`src/rtl/mc_controller.sv`:
```
// Multi-cycle MIPS-subset control FSM: FETCH/DECODE/EXEC/MEM/WB with a bounded
// memory-wait counter and a sticky TRAP state left only through reset.
module mc_controller #(
   parameter int unsigned WAIT_MAX = 15,
   parameter int unsigned CNT_W    = 8
) (
   input  logic       clk,
   input  logic       reset,
   input  logic [5:0] opcode,
   input  logic [5:0] funct,
   input  logic       zero,
   input  logic       mem_ready,
   output logic       mem_req,
   output logic       PCWrite,
   output logic       IRWrite,
   output logic       MemWrite,
   output logic       RegWrite,
   output logic       REGorMEM,
   output logic [2:0] NPCOp,
   output logic       ZeroEXT,
   output logic [1:0] A1op,
   output logic [1:0] A3op,
   output logic [1:0] REGop,
   output logic [1:0] ALU_Bop,
   output logic [3:0] ALUOp,
   output logic [2:0] state,
   output logic       illegal
);

   typedef enum logic [2:0] {
      S_FETCH  = 3'd0,
      S_DECODE = 3'd1,
      S_EXEC   = 3'd2,
      S_MEM    = 3'd3,
      S_WB     = 3'd4,
      S_TRAP   = 3'd5
   } state_e;

   typedef enum logic [3:0] {
      C_NONE, C_RALU, C_JR, C_JALR, C_ORI, C_LW, C_SW, C_BEQ, C_LUI, C_J, C_JAL
   } cls_e;

   typedef enum logic [3:0] {
      ALU_ADD = 4'd0,
      ALU_SUB = 4'd1,
      ALU_OR  = 4'd2,
      ALU_AND = 4'd3,
      ALU_SLL = 4'd4,
      ALU_SRL = 4'd5,
      ALU_SRA = 4'd6,
      ALU_SLT = 4'd7
   } alu_e;

   typedef struct packed {
      logic [2:0] npc_op;
      logic       zero_ext;
      logic [1:0] a1_op;
      logic [1:0] a3_op;
      logic [1:0] reg_op;
      logic [1:0] alu_b_op;
      logic [3:0] alu_op;
      logic       reg_or_mem;
   } sel_t;

   state_e           state_q, state_d;
   cls_e             cls_q, cls_d, dec_cls;
   sel_t             sel_q, sel_d, dec_sel, sel_o;
   logic [CNT_W-1:0] cnt_q, cnt_d;
   logic             illegal_q, illegal_d;
   logic             wait_last;

   assign wait_last = (cnt_q == CNT_W'(WAIT_MAX - 1));

   // Instruction decode; C_NONE marks an undefined opcode/funct.
   always_comb begin
      dec_cls = C_NONE;
      dec_sel = '0;
      case (opcode)
         6'b000000: begin
            case (funct)
               6'b100001: begin dec_cls = C_RALU; dec_sel.alu_op = ALU_ADD; end
               6'b100011: begin dec_cls = C_RALU; dec_sel.alu_op = ALU_SUB; end
               6'b101010: begin dec_cls = C_RALU; dec_sel.alu_op = ALU_SLT; end
               6'b000000: begin
                  dec_cls          = C_RALU;
                  dec_sel.a1_op    = 2'b01;
                  dec_sel.alu_b_op = 2'b10;
                  dec_sel.alu_op   = ALU_SLL;
               end
               6'b000010: begin
                  dec_cls          = C_RALU;
                  dec_sel.a1_op    = 2'b01;
                  dec_sel.alu_b_op = 2'b10;
                  dec_sel.alu_op   = ALU_SRL;
               end
               6'b000011: begin
                  dec_cls          = C_RALU;
                  dec_sel.a1_op    = 2'b01;
                  dec_sel.alu_b_op = 2'b10;
                  dec_sel.alu_op   = ALU_SRA;
               end
               6'b001000: begin dec_cls = C_JR; dec_sel.npc_op = 3'b011; end
               6'b001001: begin
                  dec_cls        = C_JALR;
                  dec_sel.npc_op = 3'b011;
                  dec_sel.a3_op  = 2'b00;
                  dec_sel.reg_op = 2'b10;
               end
               default: dec_cls = C_NONE;
            endcase
         end
         6'b001101: begin
            dec_cls          = C_ORI;
            dec_sel.zero_ext = 1'b1;
            dec_sel.a3_op    = 2'b01;
            dec_sel.alu_b_op = 2'b01;
            dec_sel.alu_op   = ALU_OR;
         end
         6'b100011: begin
            dec_cls            = C_LW;
            dec_sel.a3_op      = 2'b01;
            dec_sel.alu_b_op   = 2'b01;
            dec_sel.alu_op     = ALU_ADD;
            dec_sel.reg_or_mem = 1'b1;
         end
         6'b101011: begin
            dec_cls          = C_SW;
            dec_sel.alu_b_op = 2'b01;
            dec_sel.alu_op   = ALU_ADD;
         end
         6'b000100: begin
            dec_cls        = C_BEQ;
            dec_sel.npc_op = 3'b001;
            dec_sel.alu_op = ALU_SUB;
         end
         6'b001111: begin
            dec_cls          = C_LUI;
            dec_sel.a3_op    = 2'b01;
            dec_sel.reg_op   = 2'b01;
            dec_sel.alu_b_op = 2'b01;
         end
         6'b000010: begin dec_cls = C_J; dec_sel.npc_op = 3'b010; end
         6'b000011: begin
            dec_cls        = C_JAL;
            dec_sel.npc_op = 3'b010;
            dec_sel.a3_op  = 2'b10;
            dec_sel.reg_op = 2'b10;
         end
         default: dec_cls = C_NONE;
      endcase
   end

   always_comb begin
      state_d   = state_q;
      cls_d     = cls_q;
      sel_d     = sel_q;
      cnt_d     = cnt_q;
      case (state_q)
         S_FETCH: begin
            if (mem_ready)      state_d = S_DECODE;
            else if (wait_last) state_d = S_TRAP;
            else                cnt_d   = cnt_q + CNT_W'(1);
         end
         S_DECODE: begin
            cls_d = dec_cls;
            sel_d = dec_sel;
            case (dec_cls)
               C_NONE:                   state_d = S_TRAP;
               C_J, C_JAL, C_JR, C_JALR: state_d = S_FETCH;
               default:                  state_d = S_EXEC;
            endcase
         end
         S_EXEC: begin
            case (cls_q)
               C_BEQ:      state_d = S_FETCH;
               C_LW, C_SW: state_d = S_MEM;
               default:    state_d = S_WB;
            endcase
         end
         S_MEM: begin
            if (mem_ready)      state_d = (cls_q == C_SW) ? S_FETCH : S_WB;
            else if (wait_last) state_d = S_TRAP;
            else                cnt_d   = cnt_q + CNT_W'(1);
         end
         S_WB:    state_d = S_FETCH;
         default: state_d = S_TRAP;
      endcase
      // Any state change clears the counter, so FETCH and MEM always start at zero.
      if (state_d != state_q) cnt_d = '0;
      illegal_d = illegal_q | (state_d == S_TRAP);
   end

   always_ff @(posedge clk or negedge reset) begin
      if (!reset) begin
         state_q   <= S_FETCH;
         cls_q     <= C_NONE;
         sel_q     <= '0;
         cnt_q     <= '0;
         illegal_q <= 1'b0;
      end else begin
         state_q   <= state_d;
         cls_q     <= cls_d;
         sel_q     <= sel_d;
         cnt_q     <= cnt_d;
         illegal_q <= illegal_d;
      end
   end

   // Strobes follow the live state; reset gates them so an abort never writes.
   always_comb begin
      sel_o    = '0;
      mem_req  = 1'b0;
      PCWrite  = 1'b0;
      IRWrite  = 1'b0;
      MemWrite = 1'b0;
      RegWrite = 1'b0;
      if (reset) begin
         case (state_q)
            S_FETCH: begin
               mem_req = 1'b1;
               IRWrite = mem_ready;
               PCWrite = mem_ready;
            end
            S_DECODE: begin
               sel_o    = dec_sel;
               PCWrite  = (dec_cls == C_J) || (dec_cls == C_JAL) ||
                          (dec_cls == C_JR) || (dec_cls == C_JALR);
               RegWrite = (dec_cls == C_JAL) || (dec_cls == C_JALR);
            end
            S_EXEC: begin
               sel_o   = sel_q;
               PCWrite = (cls_q == C_BEQ) && zero;
            end
            S_MEM: begin
               sel_o    = sel_q;
               mem_req  = 1'b1;
               MemWrite = (cls_q == C_SW);
            end
            S_WB: begin
               sel_o    = sel_q;
               RegWrite = 1'b1;
            end
            default: sel_o = '0;
         endcase
      end
   end

   assign NPCOp    = sel_o.npc_op;
   assign ZeroEXT  = sel_o.zero_ext;
   assign A1op     = sel_o.a1_op;
   assign A3op     = sel_o.a3_op;
   assign REGop    = sel_o.reg_op;
   assign ALU_Bop  = sel_o.alu_b_op;
   assign ALUOp    = sel_o.alu_op;
   assign REGorMEM = sel_o.reg_or_mem;
   assign state    = state_q;
   assign illegal  = illegal_q;

endmodule

```
`config.mk`:
```
export PLATFORM = sky130hd
export DESIGN_NAME = mc_controller
export DESIGN_NICKNAME = d
export VERILOG_FILES = /design/src/rtl/mc_controller.sv
export SDC_FILE = /design/constraint.sdc
export NUM_CORES = 1
export LEC_CHECK = 0
export ABC_AREA = 1
export BUFFER_PORTS_ARGS = -buffer_cell sky130_fd_sc_hd__buf_2
export CAP_MARGIN = 15
export CORE_ASPECT_RATIO = 1.4
export CORE_UTILIZATION = 40
export CTS_CLUSTER_DIAMETER = 100
export DETAILED_ROUTE_END_ITERATION = 10
export PLACE_DENSITY = 0.66
export SLEW_MARGIN = 20
export SYNTH_ARGS = -nofsm -noshare
export SYNTH_HDL_FRONTEND = slang
export SYNTH_SLANG_ARGS = --single-unit
```
`constraint.sdc`:
```
create_clock -name clk -period 1.4 [get_ports clk]
set_input_delay 0.07 -clock clk [delete_from_list [all_inputs] [get_ports clk]]
set_output_delay 0.07 -clock clk [all_outputs]
set_load 0.005 [all_outputs]
```
# [After elaboration in Yosys (flattened, before gate mapping)]
# Cells that the tools add are included.
[totals] ff_bits=33 input_bits=16 output_inout_bits=26 word_cells=103
[classes] add_sub_neg=1 n_eq_ne=30 n_mux=38 n_bitwise=1 n_reduce_logical=21
[op_table] operator="one-hot mux 17 bit (2 select lines)" n=1
[op_table] operator="2-to-1 mux 8 bit" n=4
[op_table] operator="one-hot mux 4 bit (8 select lines)" n=1
[op_table] operator="equality test 6 bit, second input constant" n=5
[op_table] operator="one-hot mux 3 bit (5 select lines)" n=2
[op_table] operator="equality test 6 x 2 -> 1 bit, second input constant" n=4
[op_table] operator="equality test 6 x 4 -> 1 bit, second input constant" n=4
[op_table] operator="one-hot mux 2 bit (3 select lines)" n=3
[op_table] operator="2-to-1 mux 17 bit" n=1
[op_table] operator="equality test 4 x 3 -> 1 bit, second input constant" n=3
[op_table] operator="zero test 6 bit" n=2
[op_table] operator="2-to-1 mux 3 bit" n=4
[op_table] operator="one-hot mux 3 bit (2 select lines)" n=2
[op_table] operator="one-hot mux 4 bit (3 select lines)" n=1
[op_table] operator="2-to-1 mux 1 bit" n=11
[op_table] operator="one-hot mux 3 bit (3 select lines)" n=1
[op_table] operator="OR reduction 3 bit" n=3
[op_table] operator="adder 8 x 1 -> 8 bit, second input constant" n=1
[op_table] operator="equality test 4 x 2 -> 1 bit, second input constant" n=2
[op_table] operator="equality test 4 bit, second input constant" n=2
[op_table] operator="equality test 8 x 4 -> 1 bit, second input constant" n=1
[op_table] operator="2-to-1 mux 2 bit" n=4
[op_table] operator="OR reduction 2 bit" n=4
[op_table] operator="OR reduction 4 bit" n=2
[op_table] operator="other kinds (17)" n=23

# [Longest topological paths before layout]
# Gate-level depths: netlist of the first run.
[depth] ltp_word=11 depth_mapped=13 mapped_depth_nobuf=13

# [Worst setup path after synthesis of the first run]
# Ideal clock, no wire load.
[synth_path] path_kind="register -> output" startpoint="register state_q[1], in the netlist state[1]" endpoint="output ALU_Bop[1]" t_arrival_ns=1.499 required_time_ns=1.330 setup_slack_ns=-0.169 stages_incl_launch_ff=10 n_path_buf=2 cell_sequence="dfrtp_1 > nor2_1 > nor2_1 > inv_1 > o21ai_0 > inv_1 > buf_2 > nand2_1 > a21oi_1 > buf_4"
[synth_via] elab_chain_len=4 word_cells_on_any_way=7 cone_classes="eq/ne: 4; mux: 2; reduce/logical: 1"
[synth_rtl] item="from (decl)" line="65" rtl="state_e state_q, state_d;"
[synth_rtl] item="from (signal assigned)" line="201" rtl="state_q <= state_d;"
[synth_rtl] item="equality test 3 bit / equality test 3 x 2 -> 1 bit (equally long branches)" line="218" rtl="case (state_q)"
[synth_rtl] item="OR reduction 3 bit (no source line)"
[synth_rtl] item="one-hot mux 17 bit (2 select lines) (*)" line="218"
[synth_rtl] item="2-to-1 mux 17 bit (*)" line="217" rtl="if (reset) begin"
[synth_rtl] item="to (decl)" line="24" rtl="output logic [1:0] ALU_Bop,"
# Mark *: on every way between the ends. The rest lies on a longest branch, timed or not.

# [Final worst setup path of the first run]
[layout_path] startpoint="register state_q[0], in the netlist state[0]" endpoint="output PCWrite"
[layout_via] elab_chain_len=3 word_cells_on_any_way=5 cone_classes="eq/ne: 2; mux: 2; reduce/logical: 1"
[layout_rtl] item="equality test 3 x 2 -> 1 bit, or another cell as far along" line="218"
[layout_rtl] item="one-hot mux 1 bit (3 select lines) (*)" line="218"
[layout_rtl] item="2-to-1 mux 1 bit (*)" line="217"
[layout_rtl] item="to (decl)" line="14" rtl="output logic PCWrite,"
# Marked as above.

==> flow_summary.ini, run 1 <==
[run_status]
status = complete, but fails checks
failed_checks = setup timing

[final_layout]
multiInputGateArea_um2 = 1230
layout.nets = 423
drive_gt1_frac = 0.4680
seq_area_um2 = 728.2
diodes = 0
n_fill_cell = 394
area_delta_synth_final_pct = 59.48

[global_route]
grt_pass1_vias = 2136
overflow = 0
grt_max_degree = 28
track_usage = 0.2307
antenna_found_initial = 0
grt_pass1_wl_mm = 9.045

[floorplan]
fp.dieH_um = 84.84
std_cell_rows = 29
die_w_um = 61.17
initial_utilization = 0.4255
ios = 42
core_area_um2 = 4608
die_area_um2 = 5190

[synth]
synthTopCellsByCount = nand2_1, nor2_1, inv_1, dfrtp_1, nand3_1
yosysWarningCount = 0
synthTopCellsByArea = dfrtp_1, nand2_1, nor2_1, inv_1, nand3_1
synthesis.area_um2 = 1961
netlist_instances = 289
ys_seq_area_frac = 0.3701
synth-seq-cells = 29
synth_edf_count = 0
synthArstFlopShare = 1.000
synth.avg_cell_area_um2 = 6.784
yosysUniqueCellTypes = 29
synth_top_area_share = 0.3701
synth_flop_cell = dfrtp_1
synth_top_cell_by_area = dfrtp_1
yosysMostFrequentCell = nand2_1

[clocking]
clock_latency_ps = 290
ctsLongestPathBuffers = 2
cts_max_level = 2
clock_sinks = 29
path_clk_slew_ps = 70
root_buffer = clkbuf_8
cts_tree = yes
numCtsBuffers = 5

[setup_path]
slowest_delay_ps = 410
crit_fanout = 4
worstPathCellList = buf_6 -> nor2_4 -> buf_4 -> nand2_2 -> buf_4 -> o22ai_2 -> nor2_1 -> nor2_1 -> buf_2
reg2reg_from = state[0]
required_ps = 1330
endpoint_kind = primary output
r2r_cells = 12
r2r_end = cnt_q[5]
start_kind = flop
r2r_slack_ps = -350
crit_type = flop to primary output
crit_arrival_ps = 1700
critPathSlowestCell = dfrtp_1

[power_and_ir_drop]
p_per_area_nw_per_um2 = 606.1
p_leak_nw = 1.669
p_total_mw = 1.895
max-vdd-ir-drop_mv = 0.5065

[sta]
drv_slew = 0
rsz0062_at_grt = yes
fin_ws_ps = -373.7
fmax_ghz = 0.5638
worstMarginPinSlew_ps = 579.7
skew_ps = 10.37
maxSlewHeadroom = 0.6131
setup_viol = 31
whs_ps = 201.0
period_share = 1.267
final.min_clock_period_ps = 1774
setup_tns_ps = -9287
hold_viol = 0

[placed_design]
portBuffers = 38
place_congestion = 0.8416
hpwl_mm = 3.876
preCtsSetupSlack_ps = -277.1

[route]
drc = 0
wire_per_inst_um = 12.43
wl_mm = 5.817
vias = 2244
dr.pass1.iters = 4
drt-vias-per-instance = 4.795
antenna_left = 0
drt_iter0_markers = 95

[min_path]
holdCritPathClass = input port to asynchronous set/reset pin

[flow_run]
maxCapViolations = 0
## layout make-up
cell class	count	share of cell area
timing repair buffer	116	0.2621
clock inverter	1	0.009604
multi-input combinational	213	0.3934
clock buffer	7	0.02761
sequential	29	0.2329
tap	62	0.02481
inverter	40	0.04962
## per-stage QoR
| stage | utilization | instances | cell area, µm² |
|---|---|---|---|
| 3_3_place_gp | 0.5740 | 442 | 2645 |
| 2_1_floorplan | - | 291 | 1979 |
| 6_report | 0.6785 | 468 | 3127 |
| 3_5_place_dp | 0.5740 | 442 | 2645 |
| 4_1_cts | 0.6462 | 463 | 2978 |
| 5_1_grt | 0.6785 | 468 | 3127 |
## worst max-delay path: cells and delay by family (launching register included)
kind	cells	cell delay (ps)
simple gates	4	320
flops	1	410
compound gates	1	130
buf+inv	4	540
## routing by layer
layer | GRT usage | wire length (µm) | part of all wire
met5 | 0 | 0 | 0
met4 | 0.08678 | 105 | 0.018
met3 | 0.03811 | 149 | 0.026
met2 | 0.4298 | 3278 | 0.56
met1 | 0.2458 | 2284 | 0.39
## flip-flops by register name, summed over array words and instances, names as in the netlist
| signal | count |
|---|---|
| cls_q | 4 |
| illegal | 1 |
| sel_q | 13 |
| cnt_q | 8 |
| state | 3 |
## how the worst max path moves through the flow
stage | from | end | slack (ps) | depth (start not counted)
global route | state[1] | cnt_q[6] | -490 | 10
finish | state[0] | PCWrite | -370 | 9
floorplan | state[1] | ALU_Bop[1] | -110 | 9
global placement | state[0] | cnt_q[1] | -320 | 11
detailed placement | state[0] | cnt_q[1] | -280 | 11
CTS | state[0] | REGorMEM | -350 | 10
## power by group
part / internal [mW] / switching (mW)
clock: 0.580 / 0.326
sequential: 0.838 / 0
combinational: 0.0582 / 0.0934
## logic make-up (layout without fill, tap and decap cells)
logic type / Yosys count / count (layout) / synth area share
flops: 29 / 29 / 0.3701
xor+xnor: 7 / 7 / 0.03127
fa+ha+maj: 2 / 2 / 0.01276
compound gates: 34 / 34 / 0.09254
buf+inv: 49 / 164 / 0.1021
simple gates: 167 / 167 / 0.3893
other cells: 1 / 3 / 0.001913
## cells in the final DEF (no fill, tap or decap), types with 2 or more instances in the layout
cell type  netlist  final
nand2_1         82     69
buf_4            4     66
buf_2            1     38
inv_1           40     31
dfrtp_1         29     27
nor2_1          41     24
nor2_2           4     15
nand3_1         16     14
nand2_2          2     13
a21oi_1         15     11
buf_6            0     11
o21ai_0         14      8
nor2_4           1      7
nand4_1          7      7
inv_2            0      7
nand3_2          4      6
xor2_1           6      6
clkbuf_8         0      6
nor3_1           5      4
a21oi_2          0      4
o21ai_1          0      3
conb_1           1      3
o211ai_1         2      2
nor3_4           1      2
inv_4            0      2
nand2_4          0      2
o21ai_2          0      2
dfrtp_2          0      2
## timing repair
action | 4_1_cts | 5_1_grt
endpoints found under the hold margin | 29 | 0
pin swaps | 9 | 13
setup buffers | 12 | 5
hold buffers | 1 | 0
resized for setup | 42 | 38
cloned | 0 | 0
setup endpoints to repair | 31 | 38
Power figures use the tool's default switching activity.
==> inputs of run 2 (changes only) <==
CTS_BUF_LIST = sky130_fd_sc_hd__clkbuf_4   (was unset)
==> flow_summary.ini, run 2 (synthesis gave the netlist of run 1 again) <==
[clocking]
root_buffer = clkbuf_4
cts_tree = yes
clock_latency_ps = 340
ctsLongestPathBuffers = 2
clock_sinks = 29
cts_max_level = 2
path_clk_slew_ps = 90
numCtsBuffers = 5

[floorplan]
ios = 42
die_area_um2 = 5190
die_w_um = 61.17
fp.dieH_um = 84.84
core_area_um2 = 4608
std_cell_rows = 29
initial_utilization = 0.4255

[route]
drc = 0
vias = 2168
antenna_left = 0
drt_iter0_markers = 83
wl_mm = 5.382
dr.pass1.iters = 4
drt-vias-per-instance = 4.693
wire_per_inst_um = 11.65

[run_status]
status = complete, but fails checks
failed_checks = setup timing

[final_layout]
largest_reg_flops = 13
final_cell_mix = nand2_1, buf_4, buf_2
multiInputGateArea_um2 = 1237
drive_gt1_frac = 0.4550
seq_area_um2 = 729.5
largest_register = sel_q
top_regs = sel_q (13), cnt_q (8), cls_q (4)
finalNonFillerCells = 462
layout.nets = 417
area_delta_synth_final_pct = 55.33
fin_area_um2 = 3045
final_core_util = 0.6609
diodes = 0
mostFrequentLayoutCell = nand2_1
n_fill_cell = 404

[sta]
worstMarginPinSlew_ps = 580.6
period_share = 1.293
fin_ws_ps = -410.0
skew_ps = 10.36
hold_viol = 0
rsz0062_at_grt = yes
final.min_clock_period_ps = 1810
setup_viol = 30
fmax_ghz = 0.5525
setup_tns_ps = -9779
maxSlewHeadroom = 0.6125
drv_slew = 0

[placed_design]
dp_cells = 442
place_area_um2 = 2645
place_congestion = 0.8416
preCtsSetupSlack_ps = -277.1
portBuffers = 38
hpwl_mm = 3.876

[power_and_ir_drop]
p_leak_nw = 1.622
max-vdd-ir-drop_mv = 0.3919
p_per_area_nw_per_um2 = 551.7

[flow_run]
maxCapViolations = 0

[global_route]
grt_pass1_vias = 2061
track_usage = 0.2159
grt_max_degree = 28
grt_pass1_wl_mm = 8.480
overflow = 0
antenna_found_initial = 0

[setup_path]
start_kind = flop
crit_arrival_ps = 1740
endpoint_kind = primary output
required_ps = 1330
crit_fanout = 8
crit_type = flop to primary output

[min_path]
holdCritPathClass = input port to asynchronous set/reset pin
-- run 2: cell count changes in the layout (fill, tap and decap cells not counted), moves of 2 or more --
cell,delta
clkbuf_4,+6
clkbuf_8,-6
nand2_2,-2
o21ai_0,+2
nor2_4,+2
nand2_1,+3
nor2_2,-3
buf_6,-2
buf_4,-4
-- run 2: stage by stage --
| stage | hold WS (ps) | power (mW) |
|---|---|---|
| 6_report | 139.2 | 1.680 |
| 5_1_grt | 142.8 | 1.747 |
| 4_1_cts | 127.4 | 1.692 |
| 3_5_place_dp | -106.5 | 0.9978 |
| 3_3_place_gp | -107.4 | 0.9946 |
| 2_1_floorplan | -225.6 | 0.9154 |
-- run 2: critical path, stage by stage (launching register included) --
cell and delay, ps:
dfrtp_2 480, nor3_4 280, inv_4 110, nor2_1 170
inv_1 70, a21oi_1 150, buf_2 140
-- run 2: final cells by class --
type                    instances  share of cell area
repair buffers                110              0.2518
well taps                      62             0.02547
multi-input cells             213              0.4063
inverters                      40             0.05095
flip-flops and latches         29              0.2395
clock inverters                 2             0.01109
clock buffers                   6             0.01479
-- run 2: timing repair --
action	CTS	global route
gates resized for setup	18	60
hold buffers	1	0
hold endpoints to repair	29	0
buffers inserted	5	8
pin swaps	3	16
endpoints found under the setup margin	29	32
-- run 2: final timing paths --
path | startpoint | cells past startpoint | slack (ps) | to
setup / recovery | state[1] | 6 | -410 | NPCOp[1]
hold / removal | reset | 2 | 140 | sel_q[8]
setup reg to reg | state[1] | 9 | -350 | cnt_q[4]
hold reg to reg | illegal | 1 | 470 | illegal
max in group asynchronous | reset | 3 | 690 | state[1]
min in group clk | opcode[5] | 6 | 220 | cls_q[3]
-- run 2: power breakdown --
part	internal [mW]	total [mW]	switching, mW
Sequential	0.837	0.837	0
Clock	0.391	0.693	0.302
Combinational	0.0580	0.150	0.0920
-- run 2: per-layer routing --
metal	up-vias	global-route usage	wire, µm	part of all wire
met5	-	0	0	0
met4	0	0.08471	102	0.019
met3	11	0.03659	135	0.025
met2	34	0.3962	2971	0.55
met1	995	0.2339	2172	0.40
li1	1128	-	-	-
